**src/rtl/por_pkg.sv**
```systemverilog
// Shared types and constants for the multi-channel power-on-reset sequencer.
//   por_state_t    : sequencer state encoding, also exported on state_o
//   BROWNOUT_CNT_W : width of the saturating brown-out event counter
package por_pkg;

    localparam int unsigned STATE_W        = 3;
    localparam int unsigned BROWNOUT_CNT_W = 4;

    typedef enum logic [STATE_W-1:0] {
        ST_IDLE    = 3'd0,
        ST_STARTUP = 3'd1,
        ST_POR     = 3'd2,
        ST_SEQ     = 3'd3,
        ST_DONE    = 3'd4
    } por_state_t;

endpackage

```
**src/rtl/por_timer.sv**
```systemverilog
// One-shot up-counter used for both the startup and the POR intervals.
//   clk_i      : clock
//   rst_ni     : synchronous active-low reset
//   clear_i    : synchronous clear, wins over enable
//   enable_i   : count up by one
//   short_i    : select the short terminal count
//   count_o    : current count
//   tc_hit_o   : count is at the active terminal value
module por_timer #(
    parameter int unsigned W       = 9,
    parameter int unsigned SHORT_W = 5
) (
    input  logic         clk_i,
    input  logic         rst_ni,
    input  logic         clear_i,
    input  logic         enable_i,
    input  logic         short_i,
    output logic [W-1:0] count_o,
    output logic         tc_hit_o
);

    localparam logic [W-1:0] LONG_TC  = '1;
    localparam logic [W-1:0] SHORT_TC = W'((64'd1 << SHORT_W) - 64'd1);

    logic [W-1:0] count_q;

    // Counter register; cleared by reset or by the owning state.
    always_ff @(posedge clk_i) begin
        if (!rst_ni || clear_i) begin
            count_q <= '0;
        end else if (enable_i) begin
            count_q <= count_q + W'(1);
        end
    end

    // The long terminal always ends the interval, so switching to short mode
    // after the count has passed the short terminal never causes a wrap.
    assign tc_hit_o = (count_q == LONG_TC) || (short_i && (count_q == SHORT_TC));
    assign count_o  = count_q;

endmodule

```
**src/rtl/por_seq.sv**
```systemverilog
// Multi-channel power-on-reset sequencer. Waits for all power-good inputs,
// runs a startup one-shot then a POR one-shot, and releases the per-channel
// active-low resets in order with a programmable gap. Any power-good drop
// after leaving IDLE is a brown-out: resets re-assert and the sequence restarts.
//   osc_ck / rsb          : clock / synchronous active-low reset
//   pwup_filt             : per-channel power-good (asynchronous)
//   force_rc_osc          : force oscillator enable
//   force_short_oneshot   : short startup/POR intervals
//   keep_alive            : keep oscillator running in DONE
//   gap_cnt               : inter-channel gap minus one
//   otrip / otrip_decoded : trip select and its one-hot decode
//   osc_ena               : oscillator enable
//   por_unbuf             : high while in POR
//   rst_n_out             : sequenced active-low resets
//   brownout_evt / _cnt   : brown-out pulse and saturating count
//   state_o               : sequencer state
module por_seq
    import por_pkg::*;
#(
    parameter int unsigned NCH         = 4,
    parameter int unsigned ST_W        = 9,
    parameter int unsigned POR_W       = 15,
    parameter int unsigned ST_SHORT_W  = 5,
    parameter int unsigned POR_SHORT_W = 10,
    parameter int unsigned GAP_W       = 8,
    parameter int unsigned TRIP_W      = 3
) (
    input  logic                      osc_ck,
    input  logic                      rsb,
    input  logic [NCH-1:0]            pwup_filt,
    input  logic                      force_rc_osc,
    input  logic                      force_short_oneshot,
    input  logic                      keep_alive,
    input  logic [GAP_W-1:0]          gap_cnt,
    input  logic [TRIP_W-1:0]         otrip,
    output logic                      osc_ena,
    output logic [(1<<TRIP_W)-1:0]    otrip_decoded,
    output logic                      por_unbuf,
    output logic [NCH-1:0]            rst_n_out,
    output logic                      brownout_evt,
    output logic [BROWNOUT_CNT_W-1:0] brownout_cnt,
    output logic [STATE_W-1:0]        state_o
);

    localparam int unsigned IDX_W  = (NCH > 1) ? $clog2(NCH) : 1;
    localparam int unsigned TRIP_N = 1 << TRIP_W;

    logic [NCH-1:0]            sync1_q;
    logic [NCH-1:0]            pw_sync_q;
    logic                      all_up;

    por_state_t                state_q;
    logic [NCH-1:0]            rst_n_q;
    logic                      por_q;
    logic                      evt_q;
    logic [BROWNOUT_CNT_W-1:0] cnt_q;
    logic [GAP_W-1:0]          gap_q;
    logic [GAP_W-1:0]          gap_ctr_q;
    logic [IDX_W-1:0]          ch_idx_q;

    logic                      st_tc;
    logic                      por_tc;
    logic [ST_W-1:0]           st_count_unused;
    logic [POR_W-1:0]          por_count_unused;

    // Two-flop synchronizer per power-good bit.
    always_ff @(posedge osc_ck) begin
        if (!rsb) begin
            sync1_q   <= '0;
            pw_sync_q <= '0;
        end else begin
            sync1_q   <= pwup_filt;
            pw_sync_q <= sync1_q;
        end
    end

    assign all_up = &pw_sync_q;

    // Timers clear on their terminal edge and on a brown-out so they read
    // zero whenever their state is (re)entered.
    por_timer #(
        .W       (ST_W),
        .SHORT_W (ST_SHORT_W)
    ) u_st_timer (
        .clk_i    (osc_ck),
        .rst_ni   (rsb),
        .clear_i  ((state_q != ST_STARTUP) || !all_up || st_tc),
        .enable_i (state_q == ST_STARTUP),
        .short_i  (force_short_oneshot),
        .count_o  (st_count_unused),
        .tc_hit_o (st_tc)
    );

    por_timer #(
        .W       (POR_W),
        .SHORT_W (POR_SHORT_W)
    ) u_por_timer (
        .clk_i    (osc_ck),
        .rst_ni   (rsb),
        .clear_i  ((state_q != ST_POR) || !all_up || por_tc),
        .enable_i (state_q == ST_POR),
        .short_i  (force_short_oneshot),
        .count_o  (por_count_unused),
        .tc_hit_o (por_tc)
    );

    // Sequencer FSM with registered outputs; brown-out outranks every
    // other transition taken on the same edge.
    always_ff @(posedge osc_ck) begin
        if (!rsb) begin
            state_q   <= ST_IDLE;
            rst_n_q   <= '0;
            por_q     <= 1'b0;
            evt_q     <= 1'b0;
            cnt_q     <= '0;
            gap_q     <= '0;
            gap_ctr_q <= '0;
            ch_idx_q  <= '0;
        end else begin
            evt_q <= 1'b0;
            if ((state_q != ST_IDLE) && !all_up) begin
                state_q <= ST_IDLE;
                rst_n_q <= '0;
                por_q   <= 1'b0;
                evt_q   <= 1'b1;
                if (cnt_q != '1) begin
                    cnt_q <= cnt_q + BROWNOUT_CNT_W'(1);
                end
            end else begin
                case (state_q)
                    ST_IDLE: begin
                        if (all_up) begin
                            state_q <= ST_STARTUP;
                        end
                    end
                    ST_STARTUP: begin
                        if (st_tc) begin
                            state_q <= ST_POR;
                            por_q   <= 1'b1;
                        end
                    end
                    ST_POR: begin
                        if (por_tc) begin
                            por_q     <= 1'b0;
                            gap_q     <= gap_cnt;
                            gap_ctr_q <= '0;
                            ch_idx_q  <= IDX_W'(1);
                            if (NCH == 1) begin
                                state_q <= ST_DONE;
                                rst_n_q <= '1;
                            end else begin
                                state_q    <= ST_SEQ;
                                rst_n_q[0] <= 1'b1;
                            end
                        end
                    end
                    ST_SEQ: begin
                        // One channel per (gap+1) cycles; the last release ends SEQ.
                        if (gap_ctr_q == gap_q) begin
                            gap_ctr_q          <= '0;
                            rst_n_q[ch_idx_q]  <= 1'b1;
                            ch_idx_q           <= ch_idx_q + IDX_W'(1);
                            if (ch_idx_q == IDX_W'(NCH - 1)) begin
                                state_q <= ST_DONE;
                            end
                        end else begin
                            gap_ctr_q <= gap_ctr_q + GAP_W'(1);
                        end
                    end
                    ST_DONE: begin
                        state_q <= ST_DONE;
                    end
                    default: begin
                        state_q <= ST_IDLE;
                        rst_n_q <= '0;
                        por_q   <= 1'b0;
                    end
                endcase
            end
        end
    end

    // Oscillator may stop in DONE unless kept alive; brown-outs go unseen then.
    assign osc_ena       = force_rc_osc | ((|pw_sync_q) & ((state_q != ST_DONE) | keep_alive));
    assign otrip_decoded = TRIP_N'(1) << otrip;

    assign por_unbuf     = por_q;
    assign rst_n_out     = rst_n_q;
    assign brownout_evt  = evt_q;
    assign brownout_cnt  = cnt_q;
    assign state_o       = state_q;

endmodule

```
**config.mk**
```make
export PLATFORM = sky130hd
export DESIGN_NAME = por_seq
export DESIGN_NICKNAME = d
export VERILOG_FILES = /design/src/rtl/por_pkg.sv /design/src/rtl/por_timer.sv /design/src/rtl/por_seq.sv
export SDC_FILE = /design/constraint.sdc
export NUM_CORES = 1
export LEC_CHECK = 0
export BUFFER_PORTS_ARGS = -buffer_cell sky130_fd_sc_hd__buf_2
export CAP_MARGIN = 20
export CORE_UTILIZATION = 55
export DETAILED_ROUTE_END_ITERATION = 8
export PLACE_DENSITY_LB_ADDON = 0.08
export REMOVE_ABC_BUFFERS = 1
export SLEW_MARGIN = 10
export SYNTH_ARGS = -nofsm -noshare
export SYNTH_HDL_FRONTEND = slang
export SYNTH_SLANG_ARGS = --single-unit
```
**constraint.sdc**
```tcl
create_clock -name osc_ck -period 2.54 [get_ports osc_ck]
set_input_delay 0.381 -clock osc_ck [delete_from_list [all_inputs] [get_ports osc_ck]]
set_output_delay 0.381 -clock osc_ck [all_outputs]
set_load 0.01 [all_outputs]
```
==> impl_metrics.yaml <==
critical_path:
  ff2ff_path_depth: 6
  worstReg2RegStart: "u_por_timer.count_o[12]"
  rrSetupSlack_ns: 0.41
  cp-start-kind: "flop"
  critPathMaxFanout: 8
  critical_path_class: "flop to flop"
  arrival_ns: 2.33
  crit_required_ns: 2.74
  end_kind: "flop"
  reg2reg_to: "gap_q[2]"
drt:
  wire_per_inst_um: 12.49
  drc_errors: 0
  first_pass_iters: 4
  vias_per_cell: 5.330
  vias: 2436
  ant_nets: 0
  drt_iter0_drc: 186
  routed_wl_mm: 5.709
worst_hold_path:
  min_to: "sync1_q[3]"
  min_from: "pwup_filt[3]"
  hold_depth: 2
  hold_class: "input port to flop"
timing:
  hold_violations: 0
  rsz0062_at_grt: "false"
  timing.final.ws_setup_ns: 0.4148
  setup_viol: 0
  fmax_mhz: 470.5
  fin_crit_ns: 2.125
  worst_pin_slew_ns: 0.4927
  fin_crit_sh_pct: 83.67
  drv_slew: 0
  relSlewSlack_pct: 67.12
  tns_ns: 0
  holdWs_ns: 0.2548
  finalClockSkew_ns: 0.009632
synthesis:
  ys_types: 41
  async_flop_share_pct: 0
  synth.area.top_cells: "dfxtp_1, nor2_1, xor2_1"
  synth.avg_cell_area_um2: 8.668
  yosysSeqAreaShare_pct: 43.56
  synth_edf_count: 0
  yosysTopAreaCell: "dfxtp_1"
  syn_inst: 334
  yosysMostFrequentCell: "dfxtp_1"
  synth_flop_cell: "dfxtp_1"
  synth_top_area_share_pct: 43.56
  yosys-top-cells-count: "dfxtp_1, nor2_1, nand2_1"
  synth-seq-cells: 63
  ys_warn_count: 0
  synth_area_um2: 2895
floorplanning:
  fp.dieArea_um2: 5558
  rows: 26
  die_w_um: 74.56
  core_um2: 5075
  start_util_pct: 57.05
  die_h_um: 74.56
  pin_count: 42
clocking:
  path_clk_slew_ns: 0.07
  cts.repair.resized: 0
  htree_levels: 3
  clock_latency_ns: 0.33
  clock-sinks: 63
  cts_tree: "yes"
  cts_made_buffers: 9
  root_buffer: "clkbuf_8"
  postCtsSetupRepairBufs: 0
  cts_buffer_depth: 2
  cts_hold_buf: 0
global_routing:
  grt_antenna_before_repair: 0
  grt_pass1_wl_mm: 9.473
  grt_use_total_pct: 22.33
  grt_overflow: 0
  grt_max_degree: 18
  grt_pass1_vias: 2163
power_and_ir_drop:
  p_leak_nw: 1.412
  ir_drop_uv: 485.6
  powerDensity_nw_per_um2: 667.8
  finalPower_w: 0.002256
status:
  outcome: "complete, no violations"
final_layout:
  stdcell_area_um2: 3378
  drive_gt1_share_pct: 17.05
  diodes: 0
  syn2layout_area_growth_pct: 16.68
  fillers: 450
  finalNetCount: 411
placement:
  io_buffers: 41
  pre_cts_slack_ns: 0.4289
  dpl_cell_area_um2: 3188
  gp_congestion: 0.8031
  dpl.hpwl_mm: 3.999
run:
  cap_viol_max_count: 0
## worst max path at each step
stage                                       start           to  slack, ns  cells past startpoint
final                     u_por_timer.count_o[12]     gap_q[2]       0.41                      6
after global routing      u_por_timer.count_o[12]  ch_idx_q[0]       0.25                      7
after CTS                 u_por_timer.count_o[12]     gap_q[2]       0.40                      6
after detailed placement  u_por_timer.count_o[12]     gap_q[2]       0.43                      6
after global placement     u_por_timer.count_o[8]     gap_q[6]       0.50                      6
after floorplan            u_por_timer.count_o[8]     gap_q[0]       0.51                      6
## stage by stage
step	cells	util, %
after CTS	457	66.57
final	457	66.57
after global routing	457	66.57
after global placement	441	62.82
after detailed placement	441	62.82
after floorplan	324	-
## where the power goes
group	switching (W)	internal, W
logic	0.000187	0.000153
clock network	0.000367	0.000476
registers	0.0000490	0.00102
total	0.000603	0.00165
## area by class of cell
| cell class | instances | area (um2) | share of cell area, % |
|---|---|---|---|
| clock inverter | 4 | 45.04 | 1.333 |
| inverter | 10 | 37.54 | 1.111 |
| multi-input combinational | 251 | 1551 | 45.93 |
| clock buffer | 12 | 145.1 | 4.296 |
| sequential | 63 | 1261 | 37.33 |
| timing repair buffer | 47 | 250.2 | 7.407 |
| tap | 70 | 87.58 | 2.593 |
## kinds of logic after synthesis
family / after synthesis / synth area share (%)
AOI/OAI and AO/OA: 41 / 9.032
xor gates and xnor gates: 33 / 9.983
adders and majority gates: 9 / 3.889
buffers and inverters: 20 / 2.852
DFF: 63 / 43.56
muxes: 15 / 5.229
and+or+nand+nor: 153 / 25.45
## worst max-delay path, cell delays in order, from the launching register on
cell and delay, ns:
dfxtp_1 0.36, nor4_1 0.27, nand4_1 0.14, a211o_1 0.34, or3_1 0.59, mux2i_1 0.23
nor2_1 0.06
## sequential cells by signal, summed over array words and instances, names as in the netlist
signal               flops
gap_ctr_q                8
brownout_evt             1
u_st_timer.count_o       9
u_por_timer.count_o     15
sync1_q                  4
pw_sync_q                4
state_o                  3
por_unbuf                1
rst_n_out                4
gap_q                    8
brownout_cnt             4
ch_idx_q                 2
## layer usage
metal / share of wire (%) / global-route usage (%) / up-vias
li1: - / - / 1243
met1: 48 / 29.31 / 1135
met2: 47 / 35.04 / 50
met3: 3.5 / 4.065 / 8
met4: 1.7 / 11.53 / 0
met5: 0 / 0 / -
## cell usage in the layout (no fill, tap or decap), types with 13 or more instances in the layout
cell / instances
nand3_1: 17
xor2_1: 20
buf_2: 41
nor2_1: 61
dfxtp_1: 63
xnor2_1: 13
mux2i_1: 14
nand2_1: 24
a21oi_1: 14
(Power assumes the default switching activity.)
